### src/rtl/vernam_decipher.sv
// vernam_decipher: kcpsm3 port-mapped Vernam receiver, XORs ciphertext with an
// 8-bit Galois LFSR keystream and queues plaintext in a small FIFO.
module vernam_decipher #(
   parameter logic [7:0] BASE_ADDR  = 8'h80,
   parameter int         FIFO_DEPTH = 4,
   parameter logic [7:0] LFSR_TAPS  = 8'hB8
) (
   input  logic       clk,
   input  logic       reset,
   input  logic [7:0] port_id,
   input  logic [7:0] out_port,
   input  logic       write_strobe,
   input  logic       read_strobe,
   output logic [7:0] in_port,
   output logic       data_ready
);
   localparam int AW = $clog2(FIFO_DEPTH);
   logic [7:0]    r_fifo [FIFO_DEPTH];
   logic [AW-1:0] r_wp, r_rp;
   logic [AW:0]   r_cnt;
   logic [7:0]    r_stage, r_key, r_in_port;
   logic          r_stage_valid, r_ovf;
   logic          w_hit, w_cipher, w_seed, w_ctrl, w_flush, w_clr;
   logic          w_empty, w_full, w_pop, w_push, w_drop;
   logic [1:0]    w_off;
   logic [7:0]    w_key_next, w_rd_data;

   assign w_hit      = port_id[7:2] == BASE_ADDR[7:2];
   assign w_off      = port_id[1:0];
   assign w_cipher   = write_strobe & w_hit & (w_off == 2'd0);
   assign w_seed     = write_strobe & w_hit & (w_off == 2'd1);
   assign w_ctrl     = write_strobe & w_hit & (w_off == 2'd2);
   assign w_flush    = w_ctrl & out_port[0];
   assign w_clr      = w_ctrl & out_port[1];
   assign w_empty    = r_cnt == '0;
   assign w_full     = r_cnt == (AW+1)'(FIFO_DEPTH);
   assign w_pop      = read_strobe & w_hit & (w_off == 2'd0) & ~w_empty;
   // A pop in the same cycle frees the slot, so a full FIFO still accepts.
   assign w_push     = r_stage_valid & (~w_full | w_pop);
   assign w_drop     = r_stage_valid & w_full & ~w_pop;
   assign w_key_next = {1'b0, r_key[7:1]} ^ (r_key[0] ? LFSR_TAPS : 8'h00);
   assign data_ready = ~w_empty;
   assign in_port    = r_in_port;

   always_comb begin
      w_rd_data = 8'h00;
      if (w_hit && w_off == 2'd0)
         w_rd_data = w_empty ? 8'h00 : r_fifo[r_rp];
      else if (w_hit && w_off == 2'd1)
         w_rd_data = {4'b0, r_ovf, r_stage_valid, w_full, w_empty};
   end

   always_ff @(posedge clk) begin
      if (!reset) begin
         r_wp          <= '0;
         r_rp          <= '0;
         r_cnt         <= '0;
         r_stage       <= 8'h00;
         r_stage_valid <= 1'b0;
         r_key         <= 8'h01;
         r_ovf         <= 1'b0;
         r_in_port     <= 8'h00;
      end else begin
         r_in_port     <= w_rd_data;
         r_stage_valid <= w_cipher;
         if (w_cipher)
            r_stage <= out_port;
         // Seed load overrides the keystream advance of a processing stage.
         if (w_seed)
            r_key <= (out_port == 8'h00) ? 8'h01 : out_port;
         else if (r_stage_valid)
            r_key <= w_key_next;
         r_ovf <= w_clr ? 1'b0 : (r_ovf | w_drop);
         if (w_flush) begin
            r_wp  <= '0;
            r_rp  <= '0;
            r_cnt <= '0;
         end else begin
            if (w_push)
               r_wp <= r_wp + 1'b1;
            if (w_pop)
               r_rp <= r_rp + 1'b1;
            r_cnt <= r_cnt + (AW+1)'(w_push) - (AW+1)'(w_pop);
         end
      end
   end

   always_ff @(posedge clk) begin
      if (w_push)
         r_fifo[r_wp] <= r_stage ^ r_key;
   end
endmodule

### config.mk
export PLATFORM = sky130hd
export DESIGN_NAME = vernam_decipher
export DESIGN_NICKNAME = d
export VERILOG_FILES = /design/src/rtl/vernam_decipher.sv
export SDC_FILE = /design/constraint.sdc
export NUM_CORES = 1
export LEC_CHECK = 0
export ABC_AREA = 1
export BUFFER_PORTS_ARGS = -buffer_cell sky130_fd_sc_hd__buf_2
export CAP_MARGIN = 25
export CORE_MARGIN = 2
export CORE_UTILIZATION = 42
export CTS_CLUSTER_SIZE = 16
export DETAILED_ROUTE_END_ITERATION = 16
export PLACE_DENSITY = 0.65
export SYNTH_ARGS = -nofsm -noshare
export SYNTH_HDL_FRONTEND = slang
export SYNTH_SLANG_ARGS = --single-unit
### constraint.sdc
create_clock -name clk -period 3 [get_ports clk]
set_input_delay 0.6 -clock clk [delete_from_list [all_inputs] [get_ports clk]]
set_output_delay 0.6 -clock clk [all_outputs]
set_load 0.005 [all_outputs]
After elaboration in Yosys (flattened, before gate mapping) --
Memory sizes are Yosys's and may differ from the RTL's. A register that Yosys moved wholly into a read port is not among the register bits. Index checks and enable logic that the tools add are counted.
Operators by class: add/subtract/negate cells 4, multiply operators 0, divide/modulo/power cells 0, order comparisons 0, equal/unequal tests 4, shift-type cells 0, mux-type cells 11, bitwise operators 20, reduce and logical (&&, ||, !) cells 8
Operators with widths (count):
- $mux 8 | 6
- $and 1x1->1 | 12
- $logic_not 8->1 | 1
- $xor 7x8->8 | 1
- $xor 8x8->8 | 1
- $eq 6x6->1 const B | 1
- $add 2x1->2 const B | 2
- $mux 2 | 2
- $mux 4 | 1
- $not 1->1 | 4
- $reduce_or 2->1 | 2
- $add 3x1->3 | 1
- $eq 3x3->1 const B | 1
- $logic_not 3->1 | 1
- $sub 3x1->3 | 1
- $eq 2x1->1 const B | 1
- $eq 2x2->1 const B | 1
- $logic_and 1x1->1 | 2
- $logic_not 2->1 | 1
- $mux 1 | 2
- $or 1x1->1 | 2
- $reduce_bool 2->1 | 1
Storage, ports and cells: register bits 33, latch bits 0, RAM bits 32, memory bits (read-only) 0, output and inout bits 9, logic and storage cells 56, memories kept 1
Memory list:
- r_fifo | depth 4, width 8, rd ports 1, clocked after memory_dff 1, write ports 1, RTL line 18 | logic [7:0] r_fifo [FIFO_DEPTH];

Logic depth before layout (Yosys ltp) --
depth after elaboration 8, mapped depth 15, gate-level depth less buffers 14

Worst setup path before layout --
Ideal clock, no wire load.
path type input-to-reg, from in port_id[0], to reg r_cnt[2], setup time 0.117 ns, data arrival time 2.305 ns, data required time 2.883 ns, setup slack 0.578 ns, cell stages on the path 15, path buffers 1, cells stage by stage buf_6 clkinv_8 nand2_2 a21oi_4 nand3_4 nand2_4 nand2_4 ha_1 inv_1 ha_1 inv_1 fa_1 xor2_1 inv_1 nor2_1
On the way: longest elaborated chain between the ends 7, elaborated cells on any way between the ends 11, those cells by class 2 x add/sub; 1 x eq/ne; 6 x bitwise; 2 x reduce/logical
RTL lines:
- from (decl) | RTL line 10 | input logic [7:0] port_id,
- $logic_not 2->1 | RTL line 37 | assign w_pop = read_strobe & w_hit & (w_off == 2'd0) & ~w_empty;
- $and 1x1->1 (2 in series) | RTL line 37
- $or 1x1->1 | RTL line 39 | assign w_push = r_stage_valid & (~w_full | w_pop);
- $and 1x1->1 | RTL line 39
- $add 3x1->3 | RTL line 83 | r_cnt <= r_cnt + (AW+1)'(w_push) - (AW+1)'(w_pop);
- $sub 3x1->3 | RTL line 83
- to (signal assigned) | RTL line 83
- to (decl) | RTL line 20 | logic [AW:0] r_cnt;
Several ways; a longest one is shown, not always the timed one. A chain may end at the register's enable or synchronous reset.

Worst setup path after layout --
from in port_id[3], to reg r_cnt[2]
On the way: longest elaborated chain between the ends 8, elaborated cells on any way between the ends 12, those cells by class 2 x add/sub; 1 x eq/ne; 8 x bitwise; 1 x reduce/logical
RTL lines:
- $eq 6x6->1 * | RTL line 28 | assign w_hit = port_id[7:2] == BASE_ADDR[7:2];
- $and 1x1->1 (3 in series) | RTL line 37
- $or 1x1->1 | RTL line 39
- $and 1x1->1 | RTL line 39
- $add 3x1->3 | RTL line 83
- $sub 3x1->3 | RTL line 83
Every way passes the cells marked *; elsewhere a longest branch is shown, timed or not.

==> impl_metrics.json <==
{
  "via_per_inst": 4.63,
  "syn-cell-area_um2": 3020,
  "p_total_mw": 1.73,
  "p_leak_nw": 1.43,
  "place_area_um2": 3260,
  "ir_worst_vdd_v": 0.000237,
  "worstSkewPairLatency_ps": 340,
  "cts_root_buffer": "clkbuf_8",
  "numCtsBuffers": 9,
  "wl_per_cell_um": 12.3,
  "endpoint_kind": "flip-flop",
  "finalCoreUtilization_pct": 50.3,
  "power_frac_seq_pct": 54.8,
  "rsz0062_at_grt": "no",
  "core_um2": 6870,
  "worst_slack_ps": 706,
  "postCtsHoldBufs": 0,
  "fp.dieH_um": 88.8,
  "cts-resized-gates": 0,
  "clkPwrFrac_pct": 42.5,
  "grt_first_pass_wirelength_mm": 9.36,
  "tritoncts": "done",
  "n_fill_cell": 630,
  "yosysSeqAreaShare_pct": 55.0,
  "ys_ff_latch": 67,
  "synth_cell_types": 36,
  "postCtsSetupBuffers": 0,
  "dp_cells": 437,
  "hold_viol_final": 0,
  "drive_gt1_share_pct": 20.7,
  "initial_utilization_pct": 44.0,
  "max_slew_margin_pct": 59.0,
  "final_nets": 379,
  "gr-total-overflow": 0,
  "hold_class": "flip-flop to flip-flop",
  "syn_nets": 346,
  "finalMaxSlewViolations": 0,
  "antenna_found_initial": 0,
  "drtPass1Iterations": 4,
  "critical_path_class": "input port to flip-flop",
  "switching_power_mw": 0.380,
  "dp_hpwl_mm": 3.96,
  "die_area_um2": 7890,
  "fp-row-count": 30,
  "gp_congestion": 0.786,
  "stdcell_count": 453,
  "cp-start-kind": "input port",
  "p_int_mw": 1.35,
  "cts_max_level": 3,
  "drtIter0Drc": 85,
  "final_cell_area_um2": 3460,
  "diodes": 0,
  "cp.required_ps": 3240,
  "whs_ps": 456,
  "place.port_buffers": 28,
  "fmax_mhz": 436,
  "area_growth_syn_to_layout_pct": 14.5,
  "io_pins": 29,
  "finalCriticalPeriod_ps": 2290,
  "setup_tns_ps": 0,
  "cap_violations": 0,
  "cts_buffer_depth": 2,
  "setup_viol": 0,
  "num_vias": 2099,
  "avgSynthCellArea_um2": 9.47,
  "critical_path_peak_fanout": 7,
  "cp.arrival_ps": 2530,
  "fp.dieW_um": 88.8,
  "fin_crit_sh_pct": 76.5,
  "tightest_slew_ps": 614,
  "grt_pass1_vias": 2007,
  "combPwrFrac_pct": 2.7,
  "drc_errors": 0,
  "status": "finished clean",
  "fin_worst_skew_ps": 5.68,
  "clk_pin_slew_worst_paths_ps": 70,
  "routed_wl_mm": 5.57,
  "power_density_nw_per_um2": 501,
  "synth_cells": 319,
  "ys_warn_count": 0,
  "grt_max_degree": 21,
  "place_ws_ps": 327,
  "numClockSinks": 67,
  "grt_use_total_pct": 16.2,
  "p_sw_share_pct": 21.9,
  "drt.antenna.violating_nets": 0
}
## path summary, 6_finish.rpt
path,startpoint,to,slack [ps],cells after the start
max reg2reg,r_cnt[0]$_SDFF_PP0_,r_cnt[2]$_SDFF_PP0_,740,13
max,port_id[3],r_cnt[2]$_SDFF_PP0_,710,15
min,r_stage[5]$_SDFFE_PN0P_,r_stage[5]$_SDFFE_PN0P_,460,2
min reg2reg,r_stage[5]$_SDFFE_PN0P_,r_stage[5]$_SDFFE_PN0P_,460,2
## layout by cell type (no fill, tap or decap), types with 2 or more instances in the layout
master and instances:
o22ai_1 4, nand2_4 2, xnor2_1 2, edfxtp_1 32, nand3_2 2, buf_4 5, nand2_1 35, o21ai_1 2
buf_2 28, inv_2 4, xor2_1 9, nand3_4 2, nor3_1 4, nor2_1 45, nand2_2 2, ha_1 6
a21oi_1 16, o21ai_0 26, inv_6 2, nand3_1 21, clkbuf_8 9, nor2_2 2, a21oi_2 2, dfxtp_1 35
clkinvlp_4 2, nand4_1 5, nor2_4 4, inv_1 38
## cells by family (layout without fill, tap and decap cells)
family	after synthesis	in the layout	share of synthesized area (%)
buffers and inverters	54	92	7.78
AND/OR/NAND/NOR	126	126	20.7
adder cells (fa/ha/maj)	7	7	3.15
multiplexers	1	1	0.331
XOR/XNOR	11	11	3.19
AO/OA/AOI/OAI	53	53	9.86
flip-flops	67	67	55.0
## cells in the mapped netlist (all sizes together)
master | n | area, um2
nor2 | 51 | 226
inv | 42 | 158
nand2 | 39 | 166
dfxtp | 35 | 701
edfxtp | 32 | 961
o21ai | 28 | 140
nand3 | 25 | 160
a21oi | 19 | 114
buf | 10 | 57.6
xor2 | 9 | 78.8
ha | 6 | 75.1
nand4 | 6 | 43.8
nor3 | 4 | 20.0
o22ai | 4 | 25.0
xnor2 | 2 | 17.5
a31oi | 1 | 6.26
clkbuf | 1 | 3.75
clkinv | 1 | 16.3
fa | 1 | 20.0
mux2i | 1 | 10.0
o31ai | 1 | 12.5
or2 | 1 | 8.76
## cell type report
cell class                 count  area, um2  share of cell area, %
timing repair buffer          33        178                   5.14
clock inverter                 7       76.3                   2.21
sequential                    67       1660                   48.0
multi-input combinational    198       1120                   32.5
clock buffer                   9        124                   3.58
tap                           96        120                   3.47
inverter                      43        174                   5.03
## power by group through the flow
stage          sequential (mW)  combinational, mW  clock [mW]
5_1_grt                  0.949             0.0523       0.796
4_1_cts                  0.950             0.0466       0.758
3_5_place_dp             0.971             0.0465           0
2_1_floorplan            0.970             0.0267           0
6_report                 0.950             0.0466       0.737
3_3_place_gp             0.971             0.0462           0
## worst max-delay path, cell delays in order
cell and delay (ps):
buf_2 100, nor2_2 110, nand2_1 100, nor2_4 190, nand3_4 140, nand2_4 100, nand2_4 70, ha_1 270
inv_1 60, ha_1 130, inv_1 50, fa_1 360, xor2_1 170, inv_1 50, nor2_1 30
## flip-flops by register name, summed over array words and instances (netlist names), named ones only
name,flops
r_ovf,1
r_key,8
in_port,8
r_rp,2
r_stage,8
r_fifo,32
r_stage_valid,1
r_wp,2
r_cnt,3
## metal layers
metal | GRT usage (%) | wire, um | vias up
met3 | 5.32 | 327 | 12
met1 | 21.2 | 2630 | 913
li1 | - | - | 1116
met2 | 25.0 | 2520 | 58
met5 | 0 | 0 | -
met4 | 6.20 | 96 | 0
(Power assumes the default switching activity.)
